==> config.mk <==
export PLATFORM = sky130hd
export DESIGN_NAME = reduce_stream
export DESIGN_NICKNAME = d
export VERILOG_FILES = /design/src/rtl/reduce_pkg.sv /design/src/rtl/reduce_alu.sv /design/src/rtl/reduce_stream.sv
export SDC_FILE = /design/constraint.sdc
export NUM_CORES = 1
export LEC_CHECK = 0
export ABC_AREA = 1
export CAP_MARGIN = 20
export CELL_PAD_IN_SITES_DETAIL_PLACEMENT = 0
export CELL_PAD_IN_SITES_GLOBAL_PLACEMENT = 1
export CORE_MARGIN = 2
export CORE_UTILIZATION = 38
export CTS_CLUSTER_DIAMETER = 40
export DETAILED_ROUTE_END_ITERATION = 8
export HOLD_SLACK_MARGIN = 0.15
export PLACE_DENSITY_LB_ADDON = 0.1
export SYNTH_ARGS = -nofsm -noshare
export SYNTH_HDL_FRONTEND = slang
export SYNTH_HIERARCHICAL = 1
export SYNTH_SLANG_ARGS = --single-unit
==> constraint.sdc <==
create_clock -name clk_i -period 3.55 [get_ports clk_i]
set_clock_uncertainty 0.2 [all_clocks]
set_input_delay 0.71 -clock clk_i [delete_from_list [all_inputs] [get_ports clk_i]]
set_output_delay 0.71 -clock clk_i [all_outputs]
set_load 0.005 [all_outputs]
==> src/rtl/reduce_pkg.sv <==
// reduce_pkg: shared types and helpers for the reduce_stream block.
//   op_t     - fold operation select (AND, OR, XOR, NAND)
//   state_t  - frame FSM states
//   identity - fill bit of the fold identity for an operation
package reduce_pkg;

  typedef enum logic [1:0] {
    OP_AND  = 2'b00,
    OP_OR   = 2'b01,
    OP_XOR  = 2'b10,
    OP_NAND = 2'b11
  } op_t;

  typedef enum logic [1:0] {
    S_IDLE  = 2'b00,
    S_ACCUM = 2'b01,
    S_DONE  = 2'b10
  } state_t;

  // The identity is all-ones or all-zeros, so one bit describes it for any width;
  // callers replicate it across their data width.
  function automatic logic identity(op_t op);
    return (op == OP_AND) || (op == OP_NAND);
  endfunction

endpackage

==> src/rtl/reduce_alu.sv <==
// reduce_alu: combinational fold step for reduce_stream.
// Ports:
//   acc_i  - running fold value (or identity on the first beat)
//   data_i - incoming beat
//   op_i   - operation in effect for this frame
//   acc_o  - next running fold (never inverted)
//   vec_o  - presented bitwise result of acc_o (inverted for NAND)
//   red_o  - 1-bit reduction of acc_o, inverted for NAND
module reduce_alu
  import reduce_pkg::*;
#(
  parameter int unsigned W = 8
) (
  input  logic [W-1:0] acc_i,
  input  logic [W-1:0] data_i,
  input  op_t          op_i,
  output logic [W-1:0] acc_o,
  output logic [W-1:0] vec_o,
  output logic         red_o
);

  always_comb begin
    acc_o = acc_i ^ data_i;
    unique case (op_i)
      OP_AND, OP_NAND: acc_o = acc_i & data_i;
      OP_OR:           acc_o = acc_i | data_i;
      OP_XOR:          acc_o = acc_i ^ data_i;
      default:         acc_o = acc_i ^ data_i;
    endcase
  end

  always_comb begin
    vec_o = (op_i == OP_NAND) ? ~acc_o : acc_o;
    red_o = 1'b0;
    unique case (op_i)
      OP_AND:  red_o = &acc_o;
      OP_OR:   red_o = |acc_o;
      OP_XOR:  red_o = ^acc_o;
      OP_NAND: red_o = ~&acc_o;
      default: red_o = 1'b0;
    endcase
  end

endmodule

==> src/rtl/reduce_stream.sv <==
// reduce_stream: folds a frame of W-bit beats under AND/OR/XOR/NAND and presents
// the bitwise fold, its 1-bit reduction, the beat count and a truncation flag.
// Ports:
//   clk_i, reset_i        - clock and synchronous active-high reset
//   op_i                  - operation, latched on the first beat of a frame
//   in_valid_i/in_ready_o - beat handshake; in_data_i beat, in_last_i end of frame
//   out_valid_o/out_ready_i - result handshake
//   out_vec_o, out_red_o  - fold result and its reduction
//   out_beats_o           - beats accepted in the frame
//   out_err_o             - frame cut at MAXBEATS without in_last_i
module reduce_stream
  import reduce_pkg::*;
#(
  parameter  int unsigned W        = 8,
  parameter  int unsigned MAXBEATS = 16,
  localparam int unsigned CW       = $clog2(MAXBEATS + 1)
) (
  input  logic          clk_i,
  input  logic          reset_i,
  input  logic [1:0]    op_i,
  input  logic          in_valid_i,
  output logic          in_ready_o,
  input  logic [W-1:0]  in_data_i,
  input  logic          in_last_i,
  output logic          out_valid_o,
  input  logic          out_ready_i,
  output logic [W-1:0]  out_vec_o,
  output logic          out_red_o,
  output logic [CW-1:0] out_beats_o,
  output logic          out_err_o
);

  state_t        state_q, state_d;
  op_t           op_q, op_d;
  logic [W-1:0]  acc_q, acc_d;
  logic [W-1:0]  vec_q, vec_d;
  logic          red_q, red_d;
  logic          err_q, err_d;
  logic [CW-1:0] cnt_q, cnt_d;

  op_t           op_in;
  op_t           alu_op;
  logic [W-1:0]  alu_acc_in, alu_acc, alu_vec;
  logic          alu_red;
  logic          accept;
  logic [CW-1:0] cnt_inc;

  assign op_in   = op_t'(op_i);
  assign accept  = in_valid_i && (state_q != S_DONE);
  assign cnt_inc = cnt_q + CW'(1);

  // The first beat of a frame folds into the identity under the live op; later
  // beats fold into the accumulator under the latched op.
  assign alu_acc_in = (state_q == S_IDLE) ? {W{identity(op_in)}} : acc_q;
  assign alu_op     = (state_q == S_IDLE) ? op_in : op_q;

  reduce_alu #(
    .W (W)
  ) u_alu (
    .acc_i  (alu_acc_in),
    .data_i (in_data_i),
    .op_i   (alu_op),
    .acc_o  (alu_acc),
    .vec_o  (alu_vec),
    .red_o  (alu_red)
  );

  always_comb begin
    state_d = state_q;
    op_d    = op_q;
    acc_d   = acc_q;
    vec_d   = vec_q;
    red_d   = red_q;
    err_d   = err_q;
    cnt_d   = cnt_q;
    unique case (state_q)
      S_IDLE: begin
        if (accept) begin
          op_d  = op_in;
          acc_d = alu_acc;
          cnt_d = CW'(1);
          if (in_last_i || (MAXBEATS == 1)) begin
            state_d = S_DONE;
            vec_d   = alu_vec;
            red_d   = alu_red;
            err_d   = !in_last_i;
          end else begin
            state_d = S_ACCUM;
          end
        end
      end
      S_ACCUM: begin
        if (accept) begin
          acc_d = alu_acc;
          cnt_d = cnt_inc;
          if (in_last_i || (cnt_inc == CW'(MAXBEATS))) begin
            state_d = S_DONE;
            vec_d   = alu_vec;
            red_d   = alu_red;
            err_d   = !in_last_i;
          end
        end
      end
      S_DONE: begin
        if (out_ready_i) begin
          state_d = S_IDLE;
          err_d   = 1'b0;
        end
      end
      default: state_d = S_IDLE;
    endcase
  end

  always_ff @(posedge clk_i) begin
    if (reset_i) begin
      state_q <= S_IDLE;
      op_q    <= OP_AND;
      acc_q   <= '0;
      vec_q   <= '0;
      red_q   <= 1'b0;
      err_q   <= 1'b0;
      cnt_q   <= '0;
    end else begin
      state_q <= state_d;
      op_q    <= op_d;
      acc_q   <= acc_d;
      vec_q   <= vec_d;
      red_q   <= red_d;
      err_q   <= err_d;
      cnt_q   <= cnt_d;
    end
  end

  // cnt_q is only rewritten by the next frame's first beat, so it doubles as
  // the held beat count.
  assign in_ready_o  = (state_q != S_DONE);
  assign out_valid_o = (state_q == S_DONE);
  assign out_vec_o   = vec_q;
  assign out_red_o   = red_q;
  assign out_beats_o = cnt_q;
  assign out_err_o   = err_q;

endmodule

==> results.md <==
Detailed routing:
- Summed over all layers, the routed wires come to 4780 um.
- The via count normalized by instance count is 4.46.
- After detailed routing, the average wire length per cell comes to 10.9 um.
- In this run, the number of DRC markers left after iteration 0 of detailed routing was 65.
- For this run, design rule violations remaining after detail routing come to 0.
- Once detail routing completed, the nets flagged for antenna violations numbered 0.
- The routed layout has 1961 vias.
- For this run, the detailed router's first-pass iteration total came to 5.

Place:
- At the end of routability-driven placement, the weighted congestion stood at 0.759.
- The port buffer count is 31.
- The half-perimeter wire length after placement is 3850 um.
- The cell area after placement is 2660 sq um.
- Timing analysis after detailed placement gives a worst setup slack of -0.230 ns.

Global routing:
- Global routing used 17.1% of the available tracks.
- The number of antenna violations at the first check in global routing is 0.
- The residual overflow from global routing is 0.
- The maximum number of pins on one net before global-route repair is 22.
- The first global-routing pass estimated 8510 um of wire.
- The via count of the first global-routing pass is 1799.

Layout:
- Counting the fill cells in the layout gives 578.
- In the final layout, flip-flops and latches occupy 541 sq um.
- The net count reported at finish is 412.
- 0 antenna diodes ended up in the layout.
- The post-route cell area is 2750 sq um.
- The growth of design area from synthesis to finish is 30.9%.
- In the final layout, the share of cells above drive strength 1 is 16.8%.
- The combined area of the multi-input logic cells is 1320 sq um.

Critical path:
- The slowest stage of the critical path is the sky130_fd_sc_hd__dfxtp_1 cell.
- The critical path crosses 18 cells after its start point.
- For the worst setup path, the data required time is 3.53 ns.
- Among the stages of the critical path, the cell type that occurs most often is sky130_fd_sc_hd__nand2_1.
- The worst register-to-register path ends at out_red_o$_SDFFE_PP0P_.
- In this run the worst setup path terminates at out_red_o$_SDFFE_PP0P_.
- The most critical setup path has its startpoint at state_q[1]$_SDFFE_PP0P_.
- Walking the worst path, the cells encountered are nor2_4, o21ai_0, inv_1, ha_1, buf_4, nand2_1, o21a_1, ha_1, inv_1, nand2_1, nand2_1, nand2_1, nand3_1, nand2_1, inv_1, a21oi_1, o21ai_0, nor2_1.
- Grouping stages by cell kind, the critical path spends the most delay in adder cells.
- On the worst path, the slowest cell contributes a delay of 0.52 ns.
- The endpoint arrival time on the critical path is 3.12 ns.
- The type of element launching the critical path is a register.
- In this run the critical register-to-register path is launched from state_q[1]$_SDFFE_PP0P_.
- The worst setup path is captured at a register.
- Counting cells, the worst reg-to-reg path comes to 18.
- The flop-to-flop setup slack is 0.40 ns.
- The peak fanout along the critical path is 11.
- The number of buffers and inverters on the critical path is 4.
- The critical path is of the reg2reg type.

Floorplanning:
- The total I/O pin count is 32.
- After floorplanning, the core was sized to cover 5410 sq um.
- The placement row count is 27.
- Once the floorplan was initialized, standard cells occupied 38.8% of the core.
- The die outline height is 78.3 um.
- The full die area is 6130 sq um.
- The floorplan step set the die width to 78.3 um.

STA:
- The actual transition at the worst max-transition pin is 0.549 ns.
- The count of final hold-check violations is 0.
- The share of the cycle needed by the critical path after routing is 88.6%.
- The clock period minus worst slack is 3.15 ns.
- The highest clock frequency the design can meet is 318 MHz.
- Setup repair after global routing left no endpoint under its margin.
- Setup violations remaining at the end of the flow were counted as 0.
- The count of final max-slew check failures was 0.
- Once routing completed, OpenROAD measured the worst setup slack at 0.404 ns.
- The normalized max-slew margin is 63.4%.

Yosys:
- By area the synthesized netlist is led by sky130_fd_sc_hd__dfxtp_1, sky130_fd_sc_hd__ha_1, sky130_fd_sc_hd__nand2_1, sky130_fd_sc_hd__inv_1, sky130_fd_sc_hd__o21ai_0.
- The total number of yosys warnings is 6.
- The distinct cell type count after synthesis is 30.
- The top cell type's share of synthesized area is 25.8%.
- The netlist area before placement is 2100 sq um.
- The sequential-to-total area share from yosys stat is 25.8%.
- Each instance of the synthesized netlist takes up on average 6.73 sq um.
- The post-synthesis sequential element count is 27.
- The synthesized netlist cell count is 312.
- The library cell occupying the most area in the post-synthesis netlist is sky130_fd_sc_hd__dfxtp_1.
- Synthesis produced a netlist with a net count of 355.

Run status:
- The run finished with clean final reports.

CTS:
- The TritonCTS clock tree is yes.
- The H-tree depth reported by CTS is 1.
- The clock latency on the worst-skew pair is 0.28 ns.
- The clock drives 27 sinks.
- The cts-stage hold buffer count is 0.
- The clock-pin slew on the worst setup and hold paths is 0.10 ns.
- The number of buffers on the longest clock path is 2.
- The tree is rooted in a sky130_fd_sc_hd__clkbuf_8.
- Buffers inserted during clock tree synthesis total 3.

Power:
- For this design the static power due to leakage is 1.38 nW.
- The total power divided by cell area is 434 nW/um^2.
- IR analysis of the VDD net gives a maximum drop of 179 uV.

Hold path:
- The path class of the tightest hold or removal check is reg2reg.

Job:
- The count of max-cap constraint violations is 0.
==> metal layers <==
metal / global-route usage, % / vias to the layer above / share of wire (%)
met2: 28.1 / 25 / 47
met5: 0 / - / 0
met4: 4.56 / 0 / 0.61
li1: - / 1073 / -
met1: 23.7 / 861 / 51
met3: 2.07 / 2 / 1.9
==> tightest hold or removal path: cells and delay by family, from the launching register on <==
kind,cells,cell delay (ns)
flip-flops,1,0.31
buffers and inverters,1,0.06
AO/OA/AOI/OAI,1,0.05
==> worst min-delay path by stage <==
| stage | slack, ns | from | to | depth (start not counted) |
|---|---|---|---|---|
| finish | 0.26 | op_q[0]$_SDFFE_PP0P_ | op_q[0]$_SDFFE_PP0P_ | 2 |
| global route | 0.29 | op_q[1]$_SDFFE_PP0P_ | op_q[1]$_SDFFE_PP0P_ | 2 |
| CTS | 0.27 | op_q[0]$_SDFFE_PP0P_ | op_q[0]$_SDFFE_PP0P_ | 2 |
| detailed placement | 0.25 | acc_q[6]$_SDFFE_PP0P_ | acc_q[6]$_SDFFE_PP0P_ | 2 |
| global placement | 0.24 | op_q[0]$_SDFFE_PP0P_ | op_q[0]$_SDFFE_PP0P_ | 2 |
| floorplan | 0.22 | acc_q[6]$_SDFFE_PP0P_ | acc_q[6]$_SDFFE_PP0P_ | 2 |
==> placed cells by master (no fill, tap or decap), drive strengths merged <==
master,Yosys,routed
clkbuf,2,3
dfxtp,27,27
a21oi,14,14
a211oi,1,1
inv,59,59
clkdlybuf4s50,0,29
nand4,2,2
xor2,8,8
nor2,45,45
or2,2,2
and3,1,1
clkinv,1,1
nand3,11,11
clkinvlp,0,1
xnor2,1,1
o21ai,31,31
ha,28,28
dlymetal6s2s,0,2
buf,3,26
nand2,72,72
o21a,4,4
==> layout make-up <==
type / instances / area share, %
clock inverter: 1 / 0.273
tap: 72 / 3.28
inverter: 60 / 8.47
multi-input combinational: 220 / 48.2
sequential: 27 / 19.7
timing repair buffer: 57 / 18.6
clock buffer: 3 / 1.50
==> report_power, final <==
part | total [mW] | internal [mW] | switching [mW] | leakage [nW]
Clock | 0.183 | 0.0797 | 0.104 | 0.0217
Sequential | 0.352 | 0.334 | 0.0184 | 0.222
Combinational | 0.656 | 0.307 | 0.349 | 1.13
==> cells by family after synthesis <==
group,synth area share [%]
buffers and inverters,12.6
AO/OA/AOI/OAI,13.8
AND/OR/NAND/NOR,27.4
flip-flops,25.8
XOR/XNOR,3.76
adder cells (fa/ha/maj),16.7
==> Yosys cell counts <==
| master | instances |
|---|---|
| sky130_fd_sc_hd__a21oi_1 | 10 |
| sky130_fd_sc_hd__a21oi_2 | 3 |
| sky130_fd_sc_hd__nand3_2 | 1 |
| sky130_fd_sc_hd__nand2_4 | 2 |
| sky130_fd_sc_hd__a21oi_4 | 1 |
| sky130_fd_sc_hd__nand4_1 | 2 |
| sky130_fd_sc_hd__inv_4 | 1 |
| sky130_fd_sc_hd__buf_4 | 1 |
| sky130_fd_sc_hd__o21a_1 | 4 |
| sky130_fd_sc_hd__buf_6 | 1 |
| sky130_fd_sc_hd__o21ai_0 | 30 |
| sky130_fd_sc_hd__dfxtp_1 | 27 |
| sky130_fd_sc_hd__or2_2 | 2 |
| sky130_fd_sc_hd__nor2_4 | 2 |
| sky130_fd_sc_hd__inv_2 | 4 |
| sky130_fd_sc_hd__and3_1 | 1 |
| sky130_fd_sc_hd__nand3_1 | 10 |
| sky130_fd_sc_hd__nand2_1 | 68 |
| sky130_fd_sc_hd__clkinv_4 | 1 |
| sky130_fd_sc_hd__xnor2_1 | 1 |
| sky130_fd_sc_hd__nand2_2 | 2 |
| sky130_fd_sc_hd__ha_1 | 28 |
| sky130_fd_sc_hd__nor2_1 | 39 |
| sky130_fd_sc_hd__buf_2 | 1 |
| sky130_fd_sc_hd__o21ai_2 | 1 |
| sky130_fd_sc_hd__nor2_2 | 4 |
| sky130_fd_sc_hd__clkbuf_1 | 2 |
| sky130_fd_sc_hd__xor2_1 | 8 |
| sky130_fd_sc_hd__a211oi_1 | 1 |
| sky130_fd_sc_hd__inv_1 | 54 |
==> metrics by stage <==
step	hold WS [ns]	util (%)	std cells	power (mW)	TNS, ns
after floorplan	0.225	-	312	0.757	0
after global routing	0.288	50.8	440	1.31	0
after CTS	0.268	50.0	439	1.19	0
final	0.260	50.8	440	1.19	0
after detailed placement	0.251	49.1	435	1.00	-0.230
after global placement	0.238	49.1	435	0.997	-0.274
==> timing repair <==
action | in CTS | in global routing
buffers inserted | 0 | 1
resized for setup | 0 | 11
endpoints found under the setup margin | 0 | 1
==> sequential cells by signal, indices dropped and copies added (netlist names) <==
| signal | count |
|---|---|
| out_err_o | 1 |
| out_vec_o | 8 |
| state_q | 2 |
| out_red_o | 1 |
| acc_q | 8 |
| out_beats_o | 5 |
| op_q | 2 |
Note: power is estimated with default switching activity, not from simulation.
